==> src/rtl/lms_coef_update.sv <==
// Serial LMS weight-update engine: holds the sample history and TAPS adaptive
// weights, applying w[k] += (e*x[k]) >>> MU_SHIFT one tap per clock.
module lms_coef_update #(
    parameter int TAPS     = 8,
    parameter int DW       = 16,
    parameter int MU_SHIFT = 10
) (
    input  logic                    clk_i,
    input  logic                    rst_n_i,
    input  logic                    sample_valid_i,
    input  logic [DW-1:0]           sample_i,
    input  logic                    err_valid_i,
    input  logic [DW-1:0]           err_i,
    input  logic                    freeze_i,
    input  logic                    clear_i,
    input  logic [$clog2(TAPS)-1:0] coef_rd_addr_i,
    output logic [DW-1:0]           coef_rd_o,
    output logic                    busy_o,
    output logic                    update_done_o,
    output logic                    err_drop_o
);

    localparam int AW = $clog2(TAPS);

    typedef enum logic [1:0] {IDLE, CALC, DONE} state_t;

    state_t        state;
    logic [DW-1:0] x_hist [TAPS];
    logic [DW-1:0] x_snap [TAPS];
    logic [DW-1:0] w      [TAPS];
    logic [DW-1:0] err_lat;
    logic [AW-1:0] k;

    logic signed [2*DW-1:0] e_ext;
    logic signed [2*DW-1:0] x_ext;
    logic signed [2*DW-1:0] prod;
    logic signed [2*DW-1:0] delta;
    logic signed [2*DW:0]   sum;
    logic [DW-1:0]          w_next;

    // Saturate when the bits above the DW-bit result are not a pure sign extension.
    always_comb begin
        e_ext = {{DW{err_lat[DW-1]}}, err_lat};
        x_ext = {{DW{x_snap[k][DW-1]}}, x_snap[k]};
        prod  = e_ext * x_ext;
        delta = prod >>> MU_SHIFT;
        sum   = {delta[2*DW-1], delta} + {{(DW+1){w[k][DW-1]}}, w[k]};
        if ((&sum[2*DW:DW-1]) || !(|sum[2*DW:DW-1]))
            w_next = sum[DW-1:0];
        else if (sum[2*DW])
            w_next = {1'b1, {(DW-1){1'b0}}};
        else
            w_next = {1'b0, {(DW-1){1'b1}}};
    end

    always_ff @(posedge clk_i or negedge rst_n_i) begin
        if (!rst_n_i) begin
            for (int unsigned i = 0; i < TAPS; i++) x_hist[i] <= '0;
        end else if (sample_valid_i) begin
            x_hist[0] <= sample_i;
            for (int unsigned i = 1; i < TAPS; i++) x_hist[i] <= x_hist[i-1];
        end
    end

    always_ff @(posedge clk_i or negedge rst_n_i) begin
        if (!rst_n_i) begin
            state         <= IDLE;
            err_lat       <= '0;
            k             <= '0;
            busy_o        <= 1'b0;
            update_done_o <= 1'b0;
            err_drop_o    <= 1'b0;
            for (int unsigned i = 0; i < TAPS; i++) begin
                w[i]      <= '0;
                x_snap[i] <= '0;
            end
        end else begin
            update_done_o <= 1'b0;
            err_drop_o    <= 1'b0;
            if (clear_i) begin
                state  <= IDLE;
                busy_o <= 1'b0;
                k      <= '0;
                for (int unsigned i = 0; i < TAPS; i++) w[i] <= '0;
            end else begin
                case (state)
                    IDLE: begin
                        if (err_valid_i && !freeze_i) begin
                            err_lat <= err_i;
                            x_snap  <= x_hist;
                            k       <= '0;
                            busy_o  <= 1'b1;
                            state   <= CALC;
                        end
                    end
                    CALC: begin
                        w[k] <= w_next;
                        k    <= k + AW'(1);
                        if (k == AW'(TAPS - 1)) begin
                            state         <= DONE;
                            update_done_o <= 1'b1;
                        end
                        if (err_valid_i) err_drop_o <= 1'b1;
                    end
                    DONE: begin
                        state  <= IDLE;
                        busy_o <= 1'b0;
                        if (err_valid_i) err_drop_o <= 1'b1;
                    end
                    default: state <= IDLE;
                endcase
            end
        end
    end

    always_ff @(posedge clk_i or negedge rst_n_i) begin
        if (!rst_n_i) coef_rd_o <= '0;
        else          coef_rd_o <= w[coef_rd_addr_i];
    end

endmodule

==> config.mk <==
export PLATFORM = sky130hd
export DESIGN_NAME = lms_coef_update
export DESIGN_NICKNAME = d
export VERILOG_FILES = /design/src/rtl/lms_coef_update.sv
export SDC_FILE = /design/constraint.sdc
export NUM_CORES = 1
export LEC_CHECK = 0
export CORE_UTILIZATION = 30
export DETAILED_ROUTE_END_ITERATION = 8
export PLACE_DENSITY_LB_ADDON = 0.25
export SYNTH_ARGS = -nofsm -noshare
export SYNTH_HDL_FRONTEND = slang
export SYNTH_SLANG_ARGS = --single-unit
==> constraint.sdc <==
create_clock -name clk_i -period 19.2 [get_ports clk_i]
set_clock_uncertainty 0.2 [all_clocks]
set_input_delay 2.88 -clock clk_i [delete_from_list [all_inputs] [get_ports clk_i]]
set_output_delay 2.88 -clock clk_i [all_outputs]
set_load 0.03 [all_outputs]
# Yosys cells after proc, flatten, opt, wreduce, memory -nomap -nowiden
# Index checks and enable logic that the tools add are counted.
# word_totals
ff_bits	424
in_bits	41
# classes
addsub	2
n_eq_ne	5
bitwise	3
mul	1
mux	32
n_lt_le_gt_ge	3
reduce_logical	16
# ops
operator	n
128-bit 2-to-1 mux	2
16-bit binary-select mux with 3-bit select	3
16-bit 2-to-1 mux	9
128-bit bitwise mux	1
16-bit demux with 3-bit select	1
16-bit by 16-bit multiplier with 32-bit output	1
22-bit by 16-bit adder with 23-bit output	1
18-bit AND reduction	1
18-bit OR reduction	1
4-bit >= comparator, second input constant	2
1-bit 2-to-1 mux	8
3-bit inverter with 4-bit output	2
2-bit 2-to-1 mux	3
3-bit 2-to-1 mux	2
3-bit != test, second input constant	2
3-bit one-hot mux with 2 select lines	1
2-bit AND reduction	3
3-bit nonzero test	2
4-bit by 1-bit < comparator with 1-bit output, second input constant	1
2-bit one-hot mux with 2 select lines	1
3-bit by 1-bit adder with 3-bit output, second input constant	1
3-bit == test, second input constant	1
3-bit AND reduction	1
2-bit by 1-bit == test with 1-bit output, second input constant	1
9 further kinds	11

# Longest topological paths before layout
# Gate-level depths: netlist of run 1.
# depth
ltp_word	13
mapped_depth	42
mapped_depth_nobuf	38

# Worst setup path after synthesis of run 1
# OpenSTA, ideal clock, no wires.
# synth_path
kind	flip-flop to flip-flop
startpoint	reg k[2]
endpoint	reg w[17] (netlist name)
synth_period_minus_slack_ns	10.355
required_ns	18.879
arrival_ns	10.034
stages_incl_launch_ff	39
setup_time_ns	0.121
n_path_buf	5
setup_slack_ns	8.845
path_cell_list	dfrtp_1 clkbuf_1 inv_1 nor3_1 clkbuf_1 clkbuf_1 a22oi_1 nand4_1 clkbuf_1 nand2_1 fa_1 fa_1 fa_1 inv_1 fa_1 fa_1 inv_1 fa_1 [3 not listed] and2_1 a221o_1 a221oi_2 a21oi_1 or2_2 a31oi_1 xnor2_1 ha_1 or3_1 a311oi_1 o21bai_1 a41oi_2 mux2_4 nor4_4 a41oi_4 nand2b_1 buf_2 a22o_1
# synth_between
elab_chain_len	13
# synth_lines
element	line_no	rtl
from (decl)	32	logic [AW-1:0] k;
from (signal assigned)	98	k <= k + AW'(1);
3-bit inverter with 4-bit output (not written as such) *	44, 47, 97	
16-bit binary-select mux with 3-bit select	44	x_ext = {{DW{x_snap[k][DW-1]}}, x_snap[k]};
16-bit 2-to-1 mux (not written as such) (2 in a row)	44	
16-bit by 16-bit multiplier with 32-bit output	45	prod = e_ext * x_ext;
22-bit by 16-bit adder with 23-bit output	47	sum = {delta[2*DW-1], delta} + {{(DW+1){w[k][DW-1]}}, w[k]};
18-bit OR reduction	48	if ((&sum[2*DW:DW-1]) || !(|sum[2*DW:DW-1]))
1-bit logical NOT	48	
1-bit logical OR	48	
16-bit 2-to-1 mux	48	
128-bit bitwise mux *	97	w[k] <= w_next;
128-bit 2-to-1 mux *	86	case (state)
128-bit 2-to-1 mux *	80	if (clear_i) begin
to (signal, indexed assignment)	97	
to (decl)	30	logic [DW-1:0] w [TAPS];
# Every way passes the cells marked *; elsewhere a longest branch is shown, timed or not. The select of a mux whose other input is x is not followed.
# A chain may end at the register's enable or synchronous reset.

# Worst setup path after layout of run 1
# layout_path
startpoint	reg k[0]
endpoint	reg w[50] (netlist name)
# The elaborated chain is that of the path after synthesis.

==> results.md, run 1 <==
- Fmax: between 80 and 90 MHz
- Vias in the first global route: about 21,000
- Outcome: complete, no violations
- Clk pin slew, worst setup/hold paths: roughly 0.060 ns
- Wire length per cell: slightly above 20 um
- Routed vias: 19,230
- Synth top area share: between 30% and 40%
- YS warnings: 0
- Die Wd: 311 um
- Initial antenna violation count: 3
- Critical path class: register to register
- Clock Sinks: 424
- CTS H-Tree Depth: 2
- Most frequent CP cell: fa_1
- Worst Hold Depth: 1
- Std-Cell Rows: about 110
- R2R setup slack: around 6.8 ns
- Syn_area_per_cell: 11.4 sq um
- Share of cells above drive strength 1: 19.0%
- Final Setup Violations: 0
- Final Cycle Share: between 60% and 70%
- Area Overhead vs Synth: 12.9%
- Post-route ant nets: 0
- Main combinational cell family by area after synthesis: adder cells
- All-Layer GR Usage: roughly 17%
- Iter 0 DRT Violations: 1,138
- Worst r2r src: k[0]
- Xor/xnor share of the synthesized area: under 10%
- Final nets: 2,929
- Async SR Flop Fraction: between 90% and 100%
- Largest cells by area after synthesis: dfrtp_1 37%, fa_1 18%, mux2_2 11%, ha_1 4.7%, inv_1 4.0%
- Mapped cell area: roughly 0.029 sq mm
- Most common cell in the netlist: dfrtp_1
- Total gr overflow: 0
- Final Max Tran Viols: 0
- Synthesized Nets: a little under 3,000
- Final Hold Fails: 0
- Total of max-cap violations: 0
- Worst setup EP type: register
- Worst hold path type: register to register
- Residual DRC count: 0
- Post-CTS Hold Fix Bufs: 0
- Worst reg-to-reg path cell count: 34
- Setup_tns: 0 ns
- RSZ-0062 raised after global routing: false
- Worst hold path startpoint: x_hist[99]
- Register bit total from synthesis: roughly 420
- DRT Pass-1 Iters: 5
- Core Area: about 0.095 sq mm
- Cell taking the most area after synthesis: dfrtp_1
- Count of cell types in the netlist: between 70 and 80
- CTS Buffer Depth: 3
- Worst slew margin: about 3.7%
- Skew-Pair Late Insertion Delay: 0.66 ns
- Post-Synth Simple-Gate Area: under 10%
- Clock root buffer: clkbuf_16
- Cells after Synth: 2,511
- Reg2Reg Capture Point: w[50]
- Slew @ Worst Pin: 1.44 ns
- CP arrival: about 13 ns
- Synth Area in Compound Gates: 9.41%
- Prevailing post-synth register cell: dfrtp_1
- ANT cells: 0
- Dpl hpwl: roughly 54,000 um
- Worst-path fanout max: 21
- Die ar.: roughly 0.097 sq mm
- Commonest cells in the netlist: 424 x dfrtp_1, 306 x inv_1, 290 x mux2_2
- Mux cell area share after synthesis: between 10% and 20%
- Sequential share of the synthesized area: a little under two fifths
- Post-CTS Setup Bufs: 0
- Port Buffer Count: a little under 60
- Final wirelength: ~80,000 um
- Synth Area in Adders: between 20 and 25%
- TritonCTS Buffers: just under 50
- CTS tree: built
- CTS resizes: 0
- WP data required: 19.46 ns
- Pin count of the biggest net entering global routing: 179
- CP peak stage delay: around 0.76 ns
- Crit-path slowest cell: nand3_1
- Global placer's final weighted congestion: ~0.85
- # IOs: 60
- Hold path endpoint: x_hist[83]
- Fillers: around 9,400
- Tmin final: approximately 12 ns
- Initial Utilization: approximately 30%
- Post-synth EDFFs: 0
- Critical path startpoint category: register
- Die height: approximately 310 um
- First-pass GRT wire length: roughly 130,000 um
- Post-DR vias/cell: between 5 and 6
## cell usage in the layout (no fill, tap or decap), drive strengths merged, types with 15 or more instances in the layout
cell / count
nor2b: 77
fa: 262
clkdlybuf4s50: 56
nand4: 26
inv: 310
nor2: 43
ha: 107
o21ai: 123
xnor2: 34
xor2: 15
nand3: 16
a22oi: 109
mux2: 291
a21o: 17
mux4: 35
nand2: 243
dfrtp: 424
buf: 26
clkbuf: 62
nand2b: 20
and2: 54
a21oi: 45
a22o: 22
## critical path: cells and delay by family, from the launching register on
kind	cells	cell delay, ns
adder cells (fa/ha/maj)	8	3.57
AO/OA/AOI/OAI	11	3.56
AND/OR/NAND/NOR	8	3.17
flip-flops	1	0.71
buffers and inverters	5	0.57
multiplexers	1	0.35
XOR/XNOR	1	0.12
## metal layers
| metal | part of all wire (%) | global-route usage, % |
|---|---|---|
| met1 | 44 | 22.2 |
| met2 | 48 | 28.2 |
| met3 | 4.5 | 2.34 |
| met4 | 3.3 | 5.78 |
| met5 | 0.034 | 0 |
## how the worst max path moves through the flow
stage	startpoint	end	cells past startpoint
6_report	k[0]	w[50]	34
5_1_grt	k[0]	w[50]	33
4_1_cts	k[0]	w[34]	34
3_5_place_dp	k[0]	w[98]	34
3_3_place_gp	k[0]	w[50]	35
2_1_floorplan	k[2]	w[17]	38
## logic make-up (layout without fill, tap and decap cells)
logic type      Yosys count  in the layout
simple gates            518            518
buf+inv                 432            478
flops                   424            424
compound gates          390            390
fa+ha+maj               369            369
mux                     329            329
xor+xnor                 49             49
## registers in the layout (all words and copies together) (netlist names)
name           flops
coef_rd_o         16
x_snap           128
err_drop_o         1
x_hist           128
k                  3
busy_o             1
w                128
update_done_o      1
state              2
err_lat           16
## cell type report
type	instances	area, sq um	share of cell area, %
tap	1265	1580	4.88
clock buffer	62	1320	4.05
sequential	424	10600	32.7
clock inverter	27	424	1.31
inverter	307	1150	3.55
timing repair buffer	82	802	2.47
multi-input combinational	1655	16500	51.0
## stage by stage
stage                     setup WS, ns  cells  hold slack [ns]  util, %  instance area, sq um
after detailed placement          6.82   3733            0.292     32.4                 30700
after CTS                         6.77   3822            0.262     34.2                 32400
after global placement            7.06   3733            0.281     32.4                 30700
final                             6.75   3822            0.277     34.2                 32400
after floorplan                   8.84   2511            0.261        -                 28700
after global routing              6.17   3822            0.281     34.2                 32400
Power of run 1 is left out: the tool's default activity adds up to more than one toggle a clock period on the data nets, which glitch-free logic cannot reach.
==> run 2: changes to the inputs <==
==> constraint.sdc (replaced) <==
create_clock -name clk_i -period 11.3 [get_ports clk_i]
set_clock_uncertainty 0.2 [all_clocks]
set_input_delay 1.695 -clock clk_i [delete_from_list [all_inputs] [get_ports clk_i]]
set_output_delay 1.695 -clock clk_i [all_outputs]
set_load 0.03 [all_outputs]
==> run 2 against run 1 <==
Effect of this change: via count is 0.70% higher; largest cell class unchanged; die area stayed put; highest routed layer unchanged; global-route usage hardly changed; clock-buffer cell count is 8 higher; core utilization is 0.28 points higher; cell count is 0.76% higher; first-iteration DRC count is 21% higher; sequential share of layout area is 0.26 points lower.
==> results.md, run 2 (synthesized netlist as in run 1, its figures left out) <==
- Worst slew margin: between 10% and 20%
- Worst Hold Depth: 1
- Clock root buffer: clkbuf_16
- Final Hold Fails: 0
- Port Buffer Count: 59
- CP arrival: 11.02 ns
- Vias in the first global route: between 20,000 and 25,000
- Final Max Tran Viols: 0
- Clk pin slew, worst setup/hold paths: ~0.060 ns
- Total of max-cap violations: 0
- Dpl hpwl: around 56,000 um
- Reg2Reg Capture Point: w[85]
- Fmax: 93.0 MHz
- CTS tree: built
- WP data required: approximately 12 ns
- Tmin final: between 10 and 15 ns
- Final wirelength: a little under 80,000 um
- Critical path class: register to register
- Skew-Pair Late Insertion Delay: ~0.64 ns
- Die Wd: around 310 um
- CTS H-Tree Depth: 2
- Slew @ Worst Pin: 1.32 ns
- RSZ-0062 raised after global routing: false
- Routed vias: between 15,000 and 20,000
- Residual DRC count: 0
- Total gr overflow: 0
- Worst hold path type: register to register
- Area Overhead vs Synth: 13.8%
- Die height: 311 um
- Initial antenna violation count: 3
- Most frequent CP cell: fa_1
- Post-DR vias/cell: ~5.0
- Die ar.: 0.0970 sq mm
- Setup_tns: 0 ns
- Post-CTS Hold Fix Bufs: 0
- Pin count of the biggest net entering global routing: between 150 and 200
- # IOs: 60
- Crit-path slowest cell: fa_1
- Post-route ant nets: 0
- Hold path endpoint: x_hist[42]
- Core Area: 0.0949 sq mm
- Global placer's final weighted congestion: 0.875
- Clock Sinks: 424
- Wire length per cell: 20.7 um
- Final Setup Violations: 0
- Worst reg-to-reg path cell count: 35
- CTS Buffer Depth: 3
- Commonest non-fill, non-tap cell in the layout: dfrtp_1
- Worst-path fanout max: 23
- Initial Utilization: between 30% and 40%
- Top Registers: w (128), x_hist (128), x_snap (128)
- Iter 0 DRT Violations: about 1,400
- First-pass GRT wire length: approximately 130,000 um
- Crit path max-delay family: adder cells
- Worst setup EP type: register
- Final nets: approximately 3,000
- Std-Cell Rows: 113
- Worst path buffer plus inverter count: 6
- Final Cycle Share: around 95%
- Worst hold path startpoint: x_hist[58]
- CP peak stage delay: approximately 0.57 ns
- Most frequent cells in the layout: 423 x dfrtp_1, 306 x inv_1, 290 x mux2_2
- All-Layer GR Usage: 16.8%
- R2R setup slack: 0.55 ns
- Worst r2r src: k[1]
- Critical path startpoint category: register
- DRT Pass-1 Iters: 6
- Outcome: complete, no violations
- TritonCTS Buffers: slightly below 50
- Share of cells above drive strength 1: roughly a fifth
run 2: cell types whose count changed in the layout (fill, tap and decap cells not counted), sizes merged:
| cell | delta |
|---|---|
| inv | -1 |
| clkbuf | +8 |
| bufinv | -4 |
| diode | +2 |
| buf | +28 |
| clkinvlp | -4 |
run 2: per-layer routing:
metal	global-route usage, %	part of all wire (%)	vias to the layer above
li1	-	-	8509
met1	22.3	44	10195
met2	28.1	48	538
met3	2.35	5.2	118
met4	5.22	2.4	4
met5	0	0.029	-
run 2: timing repair:
| action | in CTS | in global routing |
|---|---|---|
| setup buffers | 0 | 2 |
| setup endpoints to repair | 0 | 120 |
| gates resized for setup | 0 | 15 |
| endpoints found under the hold margin | 0 | 0 |
run 2: worst register-to-register path: cells and delay by family, from the launching register on:
kind / cells / cell delay [ns]
AOI/OAI and AO/OA: 12 / 3.09
xor gates and xnor gates: 1 / 0.10
adders and majority gates: 8 / 3.71
buffers and inverters: 6 / 1.10
DFF: 1 / 0.38
muxes: 1 / 0.36
and+or+nand+nor: 7 / 1.68
run 2: worst max-delay path by stage:
| stage | startpoint | endpoint | depth (start not counted) | slack (ns) |
|---|---|---|---|---|
| 2_1_floorplan | k[2] | w[17] | 38 | 0.94 |
| 3_3_place_gp | k[2] | w[66] | 36 | 0.41 |
| 3_5_place_dp | k[2] | w[18] | 36 | 0.29 |
| 4_1_cts | k[2] | w[18] | 36 | 0.20 |
| 5_1_grt | k[1] | w[19] | 38 | 0.008 |
| 6_report | k[1] | w[85] | 35 | 0.55 |
run 2: final cells by class:
class	instances	area (sq um)
sequential	424	10600
clock inverter	18	248
antenna	2	5.00
multi-input combinational	1655	16600
fill	9323	62200
clock buffer	70	1420
tap	1265	1580
timing repair buffer	110	1070
inverter	307	1150
run 2: metrics by stage:
step           hold WS [ns]  std cells  instance area (sq um)  setup slack (ns)  util (%)
3_5_place_dp          0.290       3759                  30900             0.289      32.6
3_3_place_gp          0.283       3759                  30900             0.411      32.6
4_1_cts               0.285       3847                  32600             0.199      34.4
5_1_grt               0.315       3849                  32700           0.00772      34.5
6_report              0.295       3851                  32700             0.545      34.5
2_1_floorplan         0.261       2511                  28700             0.945         -
Power of run 2 is left out for the same reason.
